===== src/rtl/bfly_pkg.sv =====
// Shared types for the butterfly result path: complex words, result entries, serializer states.
// Also holds the byte-select helper used to stream a result out MSB-first.
package bfly_pkg;

  typedef struct packed {
    logic [31:0] re;
    logic [31:0] im;
  } cplx_t;

  typedef struct packed {
    cplx_t a;
    cplx_t b;
  } bfly_res_t;

  localparam int BFLY_RES_BYTES = 16;
  localparam int BFLY_IN_BYTES  = 24;

  typedef enum logic [0:0] {
    IDLE = 1'b0,
    SEND = 1'b1
  } ser_state_t;

  // Byte k of a result: A_re[31:24] is byte 0, B_im[7:0] is byte 15.
  function automatic logic [7:0] res_byte(input bfly_res_t e, input logic [3:0] k);
    logic [127:0] sh;
    sh = 128'(e) >> {4'd15 - k, 3'd0};
    return sh[7:0];
  endfunction

endpackage


===== src/rtl/bfly_res_fifo.sv =====
// Register FIFO of butterfly results. Exposes the head and the entry behind it so the
// serializer can roll straight into the next result without a bubble.
module bfly_res_fifo
  import bfly_pkg::*;
#(
  parameter int DEPTH = 4
) (
  input  logic                         clk,
  input  logic                         rst_n,
  input  logic                         push,
  input  logic                         pop,
  input  bfly_res_t                    din,
  output bfly_res_t                    head,
  output bfly_res_t                    head_next,
  output logic [$clog2(DEPTH+1)-1:0]   count,
  output logic                         full,
  output logic                         empty
);

  localparam int PTR_W = $clog2(DEPTH);
  localparam int CNT_W = $clog2(DEPTH + 1);

  bfly_res_t        mem_r [DEPTH];
  logic [PTR_W-1:0] wr_ptr_r;
  logic [PTR_W-1:0] rd_ptr_r;
  logic [PTR_W-1:0] rd_nx_s;
  logic [CNT_W-1:0] count_r;
  logic             push_ok_s;
  logic             pop_ok_s;

  assign full      = (count_r == CNT_W'(DEPTH));
  assign empty     = (count_r == '0);
  assign count     = count_r;
  assign pop_ok_s  = pop & ~empty;
  // A full FIFO still accepts a write when the head leaves in the same cycle.
  assign push_ok_s = push & (~full | pop_ok_s);
  assign rd_nx_s   = rd_ptr_r + PTR_W'(1);
  assign head      = mem_r[rd_ptr_r];
  assign head_next = mem_r[rd_nx_s];

  // Pointer and occupancy registers.
  always_ff @(posedge clk or negedge rst_n) begin
    if (!rst_n) begin
      wr_ptr_r <= '0;
      rd_ptr_r <= '0;
      count_r  <= '0;
    end else begin
      if (push_ok_s) wr_ptr_r <= wr_ptr_r + PTR_W'(1);
      if (pop_ok_s)  rd_ptr_r <= rd_nx_s;
      case ({push_ok_s, pop_ok_s})
        2'b10:   count_r <= count_r + CNT_W'(1);
        2'b01:   count_r <= count_r - CNT_W'(1);
        default: count_r <= count_r;
      endcase
    end
  end

  // Entry storage.
  always_ff @(posedge clk or negedge rst_n) begin
    if (!rst_n) begin
      for (int i = 0; i < DEPTH; i++) mem_r[i] <= '0;
    end else if (push_ok_s) begin
      mem_r[wr_ptr_r] <= din;
    end
  end

endmodule


===== src/rtl/bfly_result_serializer.sv =====
// Captures butterfly results into a small FIFO and streams each one out as 16 bytes
// over a valid/ready byte interface; results arriving while full are dropped and flagged.
module bfly_result_serializer
  import bfly_pkg::*;
#(
  parameter int DEPTH  = 4,
  parameter int WORD_W = 32
) (
  input  logic                        i_clk,
  input  logic                        i_rst_n,
  input  logic                        i_valid,
  input  logic [WORD_W-1:0]           i_A_re,
  input  logic [WORD_W-1:0]           i_A_im,
  input  logic [WORD_W-1:0]           i_B_re,
  input  logic [WORD_W-1:0]           i_B_im,
  output logic [7:0]                  o_data,
  output logic                        o_valid,
  input  logic                        i_ready,
  output logic                        o_last,
  output logic [$clog2(DEPTH+1)-1:0]  o_count,
  output logic                        o_full,
  output logic                        o_overflow
);

  localparam int CNT_W = $clog2(DEPTH + 1);

  if (WORD_W != 32) begin : g_word_w_check
    $error("bfly_result_serializer: WORD_W must be 32");
  end
  if (DEPTH < 2 || (DEPTH & (DEPTH - 1)) != 0) begin : g_depth_check
    $error("bfly_result_serializer: DEPTH must be a power of two >= 2");
  end
  if ((BFLY_RES_BYTES % 8) != 0 || (BFLY_IN_BYTES % 8) != 0) begin : g_frame_check
    $error("bfly_result_serializer: frames must hold whole complex words");
  end

  ser_state_t       state_r, state_s;
  logic [3:0]       byte_cnt_r, byte_cnt_s;
  logic [7:0]       o_data_r, data_s;
  logic             o_valid_r, valid_s;
  logic             o_last_r, last_s;
  logic             overflow_r;
  bfly_res_t        entry_s, head_s, head_next_s, next_src_s;
  logic [CNT_W-1:0] count_s;
  logic             full_s, empty_s;
  logic             transfer_s, pop_last_s, push_s, drop_s, more_s;

  assign entry_s    = {i_A_re, i_A_im, i_B_re, i_B_im};
  assign transfer_s = o_valid_r & i_ready;
  assign pop_last_s = transfer_s & o_last_r;
  assign push_s     = i_valid & (~full_s | pop_last_s);
  assign drop_s     = i_valid & full_s & ~pop_last_s;
  // After popping the head, another result is ready if one was queued behind it or arrives now.
  assign more_s     = (count_s > CNT_W'(1)) | push_s;
  assign next_src_s = (count_s > CNT_W'(1)) ? head_next_s : entry_s;

  bfly_res_fifo #(.DEPTH(DEPTH)) u_fifo (
    .clk       (i_clk),
    .rst_n     (i_rst_n),
    .push      (push_s),
    .pop       (pop_last_s),
    .din       (entry_s),
    .head      (head_s),
    .head_next (head_next_s),
    .count     (count_s),
    .full      (full_s),
    .empty     (empty_s)
  );

  // Next-state and next-output logic; outputs are loaded one cycle ahead of presentation.
  always_comb begin
    state_s    = state_r;
    byte_cnt_s = byte_cnt_r;
    data_s     = o_data_r;
    valid_s    = o_valid_r;
    last_s     = o_last_r;
    case (state_r)
      IDLE: begin
        if (!empty_s) begin
          state_s    = SEND;
          byte_cnt_s = 4'd0;
          data_s     = res_byte(head_s, 4'd0);
          valid_s    = 1'b1;
          last_s     = 1'b0;
        end else begin
          data_s  = 8'h00;
          valid_s = 1'b0;
          last_s  = 1'b0;
        end
      end
      SEND: begin
        if (transfer_s && o_last_r) begin
          byte_cnt_s = 4'd0;
          last_s     = 1'b0;
          if (more_s) begin
            data_s  = res_byte(next_src_s, 4'd0);
            valid_s = 1'b1;
          end else begin
            state_s = IDLE;
            data_s  = 8'h00;
            valid_s = 1'b0;
          end
        end else if (transfer_s) begin
          byte_cnt_s = byte_cnt_r + 4'd1;
          data_s     = res_byte(head_s, byte_cnt_r + 4'd1);
          last_s     = ((byte_cnt_r + 4'd1) == 4'(BFLY_RES_BYTES - 1));
        end else begin
          byte_cnt_s = byte_cnt_r;
          data_s     = o_data_r;
        end
      end
      default: begin
        state_s    = IDLE;
        byte_cnt_s = 4'd0;
        data_s     = 8'h00;
        valid_s    = 1'b0;
        last_s     = 1'b0;
      end
    endcase
  end

  // State, byte counter, output and overflow registers.
  always_ff @(posedge i_clk or negedge i_rst_n) begin
    if (!i_rst_n) begin
      state_r    <= IDLE;
      byte_cnt_r <= 4'd0;
      o_data_r   <= 8'h00;
      o_valid_r  <= 1'b0;
      o_last_r   <= 1'b0;
      overflow_r <= 1'b0;
    end else begin
      state_r    <= state_s;
      byte_cnt_r <= byte_cnt_s;
      o_data_r   <= data_s;
      o_valid_r  <= valid_s;
      o_last_r   <= last_s;
      overflow_r <= overflow_r | drop_s;
    end
  end

  assign o_data     = o_data_r;
  assign o_valid    = o_valid_r;
  assign o_last     = o_last_r;
  assign o_count    = count_s;
  assign o_full     = full_s;
  assign o_overflow = overflow_r;

endmodule

===== config.mk =====
export PLATFORM = sky130hd
export DESIGN_NAME = bfly_result_serializer
export DESIGN_NICKNAME = d
export VERILOG_FILES = /design/src/rtl/bfly_pkg.sv /design/src/rtl/bfly_res_fifo.sv /design/src/rtl/bfly_result_serializer.sv
export SDC_FILE = /design/constraint.sdc
export NUM_CORES = 1
export LEC_CHECK = 0
export CAP_MARGIN = 25
export CORE_ASPECT_RATIO = 1.25
export CORE_UTILIZATION = 40
export CTS_CLUSTER_SIZE = 12
export DETAILED_ROUTE_END_ITERATION = 8
export GPL_TIMING_DRIVEN = 0
export PLACE_DENSITY = 0.63
export SLEW_MARGIN = 0
export SYNTH_ARGS = -nofsm -noshare
export SYNTH_HDL_FRONTEND = slang
export SYNTH_SLANG_ARGS = --single-unit

===== constraint.sdc =====
create_clock -name i_clk -period 3.9 [get_ports i_clk]
set_input_delay 0.585 -clock i_clk [delete_from_list [all_inputs] [get_ports i_clk]]
set_output_delay 0.585 -clock i_clk [all_outputs]
set_load 0.02 [all_outputs]

# After elaboration in Yosys (flattened, before gate mapping)
# Index checks and enable logic that the tools add are counted.
[word_totals]
inputBits = 132
word_cells = 96
out_inout_bits = 15
regBits = 535
[op_classes]
n_reduce_logical = 5
n_bitwise = 18
n_mux = 29
add_sub_neg = 6
eq_ne = 7
magnitude_cmp = 5
n_shift = 1
[ops]
columns = ["op", "n"]
rows = [
  ["two-way mux 128 bit", 6],
  ["binary-select mux 128 bit (select 2 bit)", 2],
  ["bitwise mux 512 bit", 1],
  ["demux 128 bit (select 2 bit)", 1],
  [">> shifter 128 x 7 -> 8 bit", 1],
  ["two-way mux 8 bit", 4],
  ["case mux 8 bit (2 select lines)", 1],
  ["two-way mux 4 bit", 3],
  ["greater-or-equal comparator 3 bit, second input constant", 3],
  ["NOT 2 -> 3 bit", 3],
  ["case mux 4 bit (2 select lines)", 1],
  ["AND 1 bit", 7],
  ["two-way mux 1 bit", 6],
  ["case mux 1 bit (2 select lines)", 3],
  ["case mux 3 bit (2 select lines)", 1],
  ["adder 2 x 1 -> 2 bit, second input constant", 2],
  ["adder 4 x 1 -> 4 bit, second input constant", 1],
  ["equality test 4 bit, second input constant", 1],
  ["NOT 1 bit", 4],
  ["bitwise OR 1 bit", 4],
  ["subtractor 4 bit, first input constant", 1],
  ["adder 3 x 1 -> 3 bit, second input constant", 1],
  ["equality test 3 bit, second input constant", 1],
  ["> comparator 3 x 1 -> 1 bit, second input constant", 1],
  ["11 further kinds", 12],
]

# Depth between registers and ports, before layout
# Gate-level depths: netlist (run 1).
[logic_depth]
depth_word = 9
depth_mapped = 12
depth_no_buf = 9

# By module
# Synthesis (run 1) repeated with hierarchy kept, for this count alone.
[hier_totals]
hier_cells = 1621
area_unflattened_um2 = 27714.1
[by_module_without_submodules]
columns = ["mod", "area_each_um2", "cells_per_inst", "instances", "seq_area_each_um2"]
rows = [
  ["bfly_res_fifo", 25664.6, 1435, 1, 12987.5],
  ["bfly_result_serializer", 2049.5, 186, 1, 400.4],
]

# Worst setup path after synthesis (run 1)
# OpenSTA, ideal clock, no wires.
[synth_timing]
path_type = "register to register"
from = "register byte_cnt_r[0]"
to = "register o_data_r[4] (netlist: o_data[4])"
stages_incl_launch_ff = 13
setup_slack_ns = 1.164
synth_period_minus_slack_ns = 2.736
n_path_buf = 4
arrival_time_ns = 2.618
required_ns = 3.781
setup_ns = 0.119
cell_sequence = "dfrtp_1 > clkbuf_1 > inv_2 > buf_2 > clkbuf_1 > ha_1 > clkbuf_1 > nand2_1 > o22ai_1 > nor3_1 > a2111oi_0 > o21ai_1 > o21a_1"
[synth_via]
elab_chain_len = 6
[synth_lines]
columns = ["element", "line_no", "rtl"]
rows = [
  ["start, declared", "bfly_result_serializer.sv:38", "logic [3:0] byte_cnt_r, byte_cnt_s;"],
  ["start signal, assigned", "bfly_result_serializer.sv:133", "byte_cnt_r <= byte_cnt_s;"],
  ["adder 4 x 1 -> 4 bit", "bfly_result_serializer.sv:105", "data_s = res_byte(head_s, byte_cnt_r + 4'd1);"],
  ["subtractor 4 bit", "bfly_pkg.sv:26", "sh = 128'(e) >> {4'd15 - k, 3'd0};"],
  [">> shifter 128 x 7 -> 8 bit", "bfly_pkg.sv:26", ""],
  ["two-way mux 8 bit", "bfly_result_serializer.sv:103", "end else if (transfer_s) begin"],
  ["two-way mux 8 bit", "bfly_result_serializer.sv:92", "if (transfer_s && o_last_r) begin"],
  ["case mux 8 bit (2 select lines)", "bfly_result_serializer.sv:77", "case (state_r)"],
  ["end signal, assigned", "bfly_result_serializer.sv:134", "o_data_r <= data_s;"],
  ["end, declared", "bfly_result_serializer.sv:39", "logic [7:0] o_data_r, data_s;"],
]
# Every way passes these cells. The select of a mux whose other input is x is not followed.
# A chain may end at the register's enable or synchronous reset.

# Final worst setup path (run 1)
# Same ends and word-level chain as after synthesis.

==> metrics.md, run 1 <==
| Metric | Value |
|---|---|
| Status | finished, final reports clean |
| FF+latch count, synth | 535 |
| Switching share of power | 0.346 |
| RSZ-0062 raised after global routing | false |
| Core Util, Final | 0.475 |
| CP Launch Point | byte_cnt_r[0] |
| # rows | 101 |
| Synth cell types | just over 50 |
| Drt drc | 0 |
| Worst IR Drop VDD | 0.000426 V |
| I/O pin cnt | 147 |
| Total GRT Usage | 0.233 |
| P_sw | approximately 9 mW |
| Placed insts | 2574 |
| Nets | 1949 |
| Post-synth net total | 1737 |
| Clk_lat worst skew | 0.63 ns |
| Grt total ovfl | 0 |
| DR iter-0 viols | 1200 |
| Most common cell after layout, fill and taps aside | dfrtp_1 |
| Setup crit end kind | register |
| CP max FO | 10 |
| Rel. slew slack | 0.264 |
| Routed Antenna Nets | 0 |
| CTS buffer count | 53 |
| Sequential area share after synthesis | 0.544 |
| Routed wire length | 71200 µm |
| Initial antenna violation count | 4 |
| Commonest cells after routing, fill and taps aside | dfrtp_1, mux2_2, clkdlybuf4s50_1 |
| Port buffer count | 146 |
| Critical Path Max Stage Delay | 0.51 ns |
| Worst min-delay path category | primary input to async pin |
| Period Utilization, post-route | 0.978 |
| Startpoint Class | register |
| Sequential Power Share | 0.389 |
| Root Buffer | clkbuf_16 |
| Placeable core area | between 60000 and 70000 µm² |
| Layout cells sized above 1 | 0.442 |
| Setup Crit Path Kind | register to register |
| First-pass GRT wire length | 107000 µm |
| Starting density of the core | 0.405 |
| Post-Place Setup Slack | -1.06 ns |
| Routed wire per std cell | between 20 and 30 µm |
| Number of enable flip-flop cells after synthesis | 0 |
| Routability congestion estimate from global placement | 0.915 |
| Setup violators final | 0 |
| CTS Sinks | 535 |
| PwrDens | between 800 and 900 nW/µm² |
| CTS tree | built |
| Crit path buffers/inverters | 5 |
| Final Hold Fails | 0 |
| Via Count | 15144 |
| Die width | 224 µm |
| Fin worst setup slack | roughly 0.085 ns |
| Syn-to-layout area delta | 17.4% |
| Clock share of power | 0.190 |
| Leakage | 11.9 nW |
| Slew Viols, Final | 0 |
| Cell Count, Final, Fillers Out | 2652 |
| Number of global-route vias before repair | 16239 |
| # Post-CTS Setup Buffers | 0 |
| Cells after Synth | 1594 |
| Final-layout fill cell count | 5349 |
| DRT Pass-1 Iters | 5 |
| Vias per std cell | 5.71 |
| Final Skew | 0.0300 ns |
| Reg2Reg Launch Point | byte_cnt_r[0] |
| Max clock buf depth | 3 |
| Ys Warns | 0 |
| Pint | around 17 mW |
| Max-cap violations | 0 |
| Clk slew on worst S/H paths | 0.06 ns |
| Critical-path cell list | inv_2 -> buf_4 -> clkbuf_4 -> ha_1 -> clkbuf_2 -> nand2_1 -> o22ai_1 -> nor3_1 -> a2111oi_2 -> buf_2 -> o21ai_1 -> o21a_1 |
| N_diodes | 0 |
| Async set-reset flop share out of synthesis | 1.00 |
| Crit-path leading delay family | buffers and inverters |
| Worst Tran Pin Value | ~1.1 ns |
| Dominant synthesized flop cell | dfrtp_1 |
| Logic pwr share | 0.421 |
| HPWL Detailed | 50600 µm |
| Pin count of the biggest net entering global routing | ~130 |
| CP max-delay cell | dfrtp_1 |
| Die H | 279 µm |
| Fin crit period | 3.82 ns |
| Hold slack | 0.466 ns |
| WP data arrival | 4.33 ns |
| F_max | 0.262 GHz |
| WP data required | approximately 4.4 ns |
| Mapped Area | 24600 µm² |
| Syn_area_per_cell | 15.4 µm² |
| Die Area | 62500 µm² |
| H-tree depth | 2 |
## what timing repair did
action / 4_1_cts / 5_1_grt
setup endpoints to repair: 9 / 5
endpoints found under the hold margin: 41 / 0
resized for setup: 8 / 2
hold buffers: 1 / 0
## power by group through the flow
stage	clock network [mW]	logic [mW]	registers [mW]
finish	4.84	10.7	9.88
floorplan	0	7.39	9.44
CTS	4.95	10.7	9.83
detailed placement	0	10.6	9.93
global route	5.16	11.3	10.2
global placement	0	10.4	9.79
## stage by stage
stage	power [mW]	TNS (ns)	cell area, µm²
after floorplan	16.8	0	24600
after global placement	20.2	-	27100
after detailed placement	20.6	-5.48	27300
after CTS	25.5	-0.0938	28900
after global routing	26.7	0	28900
final	25.4	0	28900
## registers in the layout, indices dropped and copies added, names as in the netlist, 2 cells and up
signal           flops
o_data               8
u_fifo.mem_r       512
u_fifo.wr_ptr_r      2
byte_cnt_r           4
u_fifo.count         3
u_fifo.rd_ptr_r      2
## logic make-up after synthesis
kind of cell,after synthesis,synth area share
flip-flops,535,0.544
adder cells (fa/ha/maj),11,0.00560
buffers and inverters,116,0.0240
AO/OA/AOI/OAI,121,0.0345
AND/OR/NAND/NOR,119,0.0216
XOR/XNOR,10,0.00356
multiplexers,682,0.366
## cell usage after synthesis, drive strengths merged (3+ instances only)
library cell,instances,share of area
dfrtp,535,0.54
mux2,525,0.24
mux4,122,0.11
buf,82,0.019
nand2,54,0.0082
mux2i,35,0.014
nor2,26,0.0040
o21ai,26,0.0053
clkbuf,23,0.0035
a21oi,20,0.0041
a221oi,15,0.0053
ha,11,0.0056
inv,11,0.0017
nand3,10,0.0020
o221ai,10,0.0036
a31oi,8,0.0020
a22oi,7,0.0021
xnor2,7,0.0025
nor3,6,0.0012
a221o,5,0.0020
nand4,5,0.0013
a222oi,4,0.0016
and2,4,0.0010
and3,4,0.0010
nand3b,4,0.0012
o22ai,4,0.0010
a2111oi,3,0.0011
nor2b,3,0.00076
o21a,3,0.00092
xor2,3,0.0011
## routing by layer
| layer | vias to the layer above | global-route usage | share of wire |
|---|---|---|---|
| met5 | - | 0 | 0.00072 |
| met4 | 8 | 0.0933 | 0.043 |
| met3 | 141 | 0.0350 | 0.047 |
| met2 | 398 | 0.402 | 0.50 |
| met1 | 8178 | 0.294 | 0.40 |
| li1 | 6419 | - | - |
## layout make-up
type | instances | area (µm²) | area share
clock buffers | 70 | 1460 | 0.0506
multi-input cells | 943 | 10600 | 0.368
inverters | 11 | 41.3 | 0.00143
well taps | 824 | 1030 | 0.0357
clock inverters | 7 | 115 | 0.00399
flip-flops and latches | 535 | 13400 | 0.464
plain buffers | 104 | 553 | 0.0192
repair buffers | 158 | 1650 | 0.0573
## worst register-to-register path: cells and delay by family (launching register included)
kind / cells / cell delay [ns]
simple gates: 2 / 0.34
fa+ha+maj: 1 / 0.24
compound gates: 4 / 1.05
flops: 1 / 0.51
buf+inv: 5 / 1.59
## path summary, 6_finish.rpt
check,slack [ns],cells past startpoint,to
worst max register to register,0.08,12,o_data[4]
max in group asynchronous,1.88,4,u_fifo.mem_r[419]
worst max-delay path,0.08,12,o_data[4]
worst min-delay path,0.47,2,u_fifo.mem_r[373]
worst min register to register,0.48,1,o_overflow
min in group i_clk,0.48,1,o_overflow
Power figures use the tool's default switching activity.
==> run 2: changes to the inputs <==
- CORE_MARGIN: not set -> 5
- RECOVER_POWER: not set -> 100
==> run 2 against run 1 <==
The flow now finishes with violations (setup timing). Clock skew decreased by 0.0062 ns. Via count decreased by 1.1%. Sequential share of layout area increased by 0.15 points. Final area decreased by 0.32%. Total power decreased by 0.11%. Clock power about the same. Largest cell class unchanged.
==> metrics.md, run 2 (synthesis results as in run 1) <==
| Metric | Value |
|---|---|
| Status | finished, violations left (was finished, final reports clean) |
| Violated checks | setup timing |
| I/O pin cnt | 147 (unchanged) |
| Die H | 287 µm (was 279 µm) |
| First-pass GRT wire length | 106000 µm (was 107000 µm) |
| CP max-delay cell | a2111oi_2 (was dfrtp_1) |
| R2R Path End | o_data[6] (was o_data[4]) |
| Max-cap violations | 0 (unchanged) |
| Total GRT Usage | 0.213 (was 0.233) |
| Grt total ovfl | 0 (unchanged) |
| Fin crit period | 3.90 ns (was 3.82 ns) |
| Final-layout fill cell count | 5421 (was 5349) |
| Routed wire length | 71500 µm (was 71200 µm) |
| Initial antenna violation count | 8 (was 4) |
| Routability congestion estimate from global placement | 0.874 (was 0.915) |
| Layout cells sized above 1 | 0.412 (was 0.442) |
| CP max FO | 10 (unchanged) |
| Leakage | 11.8 nW (was 11.9 nW) |
| Drt drc | 0 (unchanged) |
| Clk_lat worst skew | 0.60 ns (was 0.63 ns) |
| PwrDens | 882 nW/µm² (was 880 nW/µm²) |
| HPWL Detailed | 51200 µm (was 50600 µm) |
| Number of global-route vias before repair | 16140 (was 16239) |
| Crit-path leading delay family | buffers and inverters (unchanged) |
| Placeable core area | 60900 µm² (was 60800 µm²) |
| Port buffer count | 146 (unchanged) |
| Routed Antenna Nets | 0 (unchanged) |
| WHS Endpoint | o_overflow |
| Startpoint Class | register (unchanged) |
| H-tree depth | 2 (unchanged) |
| Pin count of the biggest net entering global routing | 128 (was 129) |
| Critical-path cell list | inv_2 -> buf_4 -> clkbuf_2 -> ha_1 -> clkbuf_4 -> nand2_1 -> o22ai_1 -> nor3_1 -> a2111oi_2 -> o21ai_0 -> o21a_1 (was inv_2 -> buf_4 -> clkbuf_4 -> ha_1 -> clkbuf_2 -> nand2_1 -> o22ai_1 -> nor3_1 -> a2111oi_2 -> buf_2 -> o21ai_1 -> o21a_1) |
| Via Count | 14970 (was 15144) |
| Worst IR Drop VDD | 0.000377 V (was 0.000426 V) |
| CTS Sinks | 535 (unchanged) |
| DR iter-0 viols | 1148 (was 1200) |
| Hold path cells | 1 |
| Slew Viols, Final | 0 (unchanged) |
| Vias per std cell | 5.63 (was 5.71) |
| Setup Crit Path Kind | register to register (unchanged) |
| Routed wire per std cell | 26.9 µm (was 26.8 µm) |
| Syn-to-layout area delta | 17.0% (was 17.4%) |
| Worst min-delay path category | register to register (was primary input to async pin) |
| CTS tree | built (unchanged) |
| Setup violators final | 1 (was 0) |
| Clk slew on worst S/H paths | 0.06 ns (about the same) |
| Hold_sp | o_overflow |
| Worst Tran Pin Value | 1.20 ns (was 1.10 ns) |
| Commonest cells after routing, fill and taps aside | dfrtp_1, mux2_2, clkdlybuf4s50_1 (unchanged) |
| F_max | 0.256 GHz (was 0.262 GHz) |
| Die Area | 66600 µm² (was 62500 µm²) |
| Register with the highest flop count | u_fifo.mem_r (unchanged) |
| Period Utilization, post-route | 1.00 (was 0.978) |
| Nets | 1948 (was 1949) |
| Core Util, Final | 0.473 (was 0.475) |
| Reg2Reg Launch Point | byte_cnt_r[0] (unchanged) |
| Most common cell after layout, fill and taps aside | dfrtp_1 (unchanged) |
| Max FFs per register | 512 (unchanged) |
| RSZ-0062 raised after global routing | false (unchanged) |
| Final Hold Fails | 0 (unchanged) |
| CTS buffer count | 53 (unchanged) |
| Root Buffer | clkbuf_16 (unchanged) |
| R2r setup slk | -0.0004 ns (was 0.08 ns) |
| Cells on worst reg2reg path | 11 (was 12) |
| DRT Pass-1 Iters | 5 (unchanged) |
| WP data arrival | 4.39 ns (was 4.33 ns) |
| Final Skew | 0.0238 ns (was 0.0300 ns) |
| Fin worst setup slack | -0.000431 ns (was 0.0847 ns) |
| Die width | 232 µm (was 224 µm) |
| WP data required | 4.39 ns (was 4.42 ns) |
| Crit path buffers/inverters | 4 (was 5) |
| Starting density of the core | 0.404 (was 0.405) |
| Post-Place Setup Slack | -1.24 ns (was -1.06 ns) |
| Max clock buf depth | 3 (unchanged) |
| Setup crit end kind | register (unchanged) |
| # rows | 101 (unchanged) |
| # Post-CTS Setup Buffers | 0 (unchanged) |
| Critical Path Max Stage Delay | 0.57 ns (was 0.51 ns) |
| Rel. slew slack | 0.203 (was 0.264) |
run 2: worst reg2reg max path, delay by kind of cell (launching register included):
| kind | cells | cell delay [ns] |
|---|---|---|
| buffers and inverters | 4 | 1.37 |
| DFF | 1 | 0.51 |
| and+or+nand+nor | 2 | 0.33 |
| adders and majority gates | 1 | 0.29 |
| AOI/OAI and AO/OA | 4 | 1.32 |
run 2: worst max-delay path by stage:
stage / from / end / slack, ns / cells after the start
3_3_place_gp: i_rst_n / u_fifo.mem_r[369] / -20.46 / 1
6_report: byte_cnt_r[0] / o_data[6] / -0.0004 / 11
3_5_place_dp: byte_cnt_r[0] / o_data[6] / -1.24 / 12
2_1_floorplan: byte_cnt_r[0] / o_data[4] / 1.16 / 12
4_1_cts: byte_cnt_r[0] / o_data[6] / 0.02 / 12
5_1_grt: byte_cnt_r[0] / o_data[6] / 0.05 / 11
run 2: final cells by class:
class	instances	area [µm²]	share of cell area
diodes	3	7.51	0.000261
plain buffers	104	487	0.0169
repair buffers	157	1600	0.0557
inverters	11	41.3	0.00143
clock buffers	78	1510	0.0525
flip-flops and latches	535	13400	0.465
multi-input cells	943	10600	0.370
well taps	824	1030	0.0358
clock inverters	5	76.3	0.00265
run 2: timing repair:
item | 4_1_cts | 5_1_grt
endpoints found under the setup margin | 9 | 4
hold buffers | 1 | 0
endpoints found under the hold margin | 73 | 0
gates resized for setup | 10 | 0
run 2: where the power goes:
part / leakage, nW / internal (mW) / switching, mW / total, mW
logic: 4.63 / 5.50 / 5.15 / 10.7
clock network: 0.773 / 2.72 / 2.13 / 4.85
registers: 6.37 / 8.40 / 1.48 / 9.88
total: 11.8 / 16.6 / 8.76 / 25.4
run 2: metal layers:
metal | GRT usage | routed length [µm] | vias to the layer above
li1 | - | - | 6424
met1 | 0.274 | 28700 | 7979
met2 | 0.364 | 36300 | 437
met3 | 0.0416 | 3940 | 122
met4 | 0.0742 | 2520 | 8
met5 | 0 | 51 | -
run 2: through the flow:
stage | cell area, µm² | TNS (ns) | hold slack (ns) | total power [mW] | cells
floorplan | 24600 | 0 | 0.289 | 16.8 | 1594
global placement | 27100 | - | 0.457 | 20.2 | 2564
detailed placement | 27200 | -6.01 | 0.463 | 20.6 | 2573
CTS | 28900 | 0 | 0.475 | 25.5 | 2657
global route | 28800 | 0 | 0.477 | 26.6 | 2658
finish | 28800 | -0.000431 | 0.468 | 25.4 | 2660
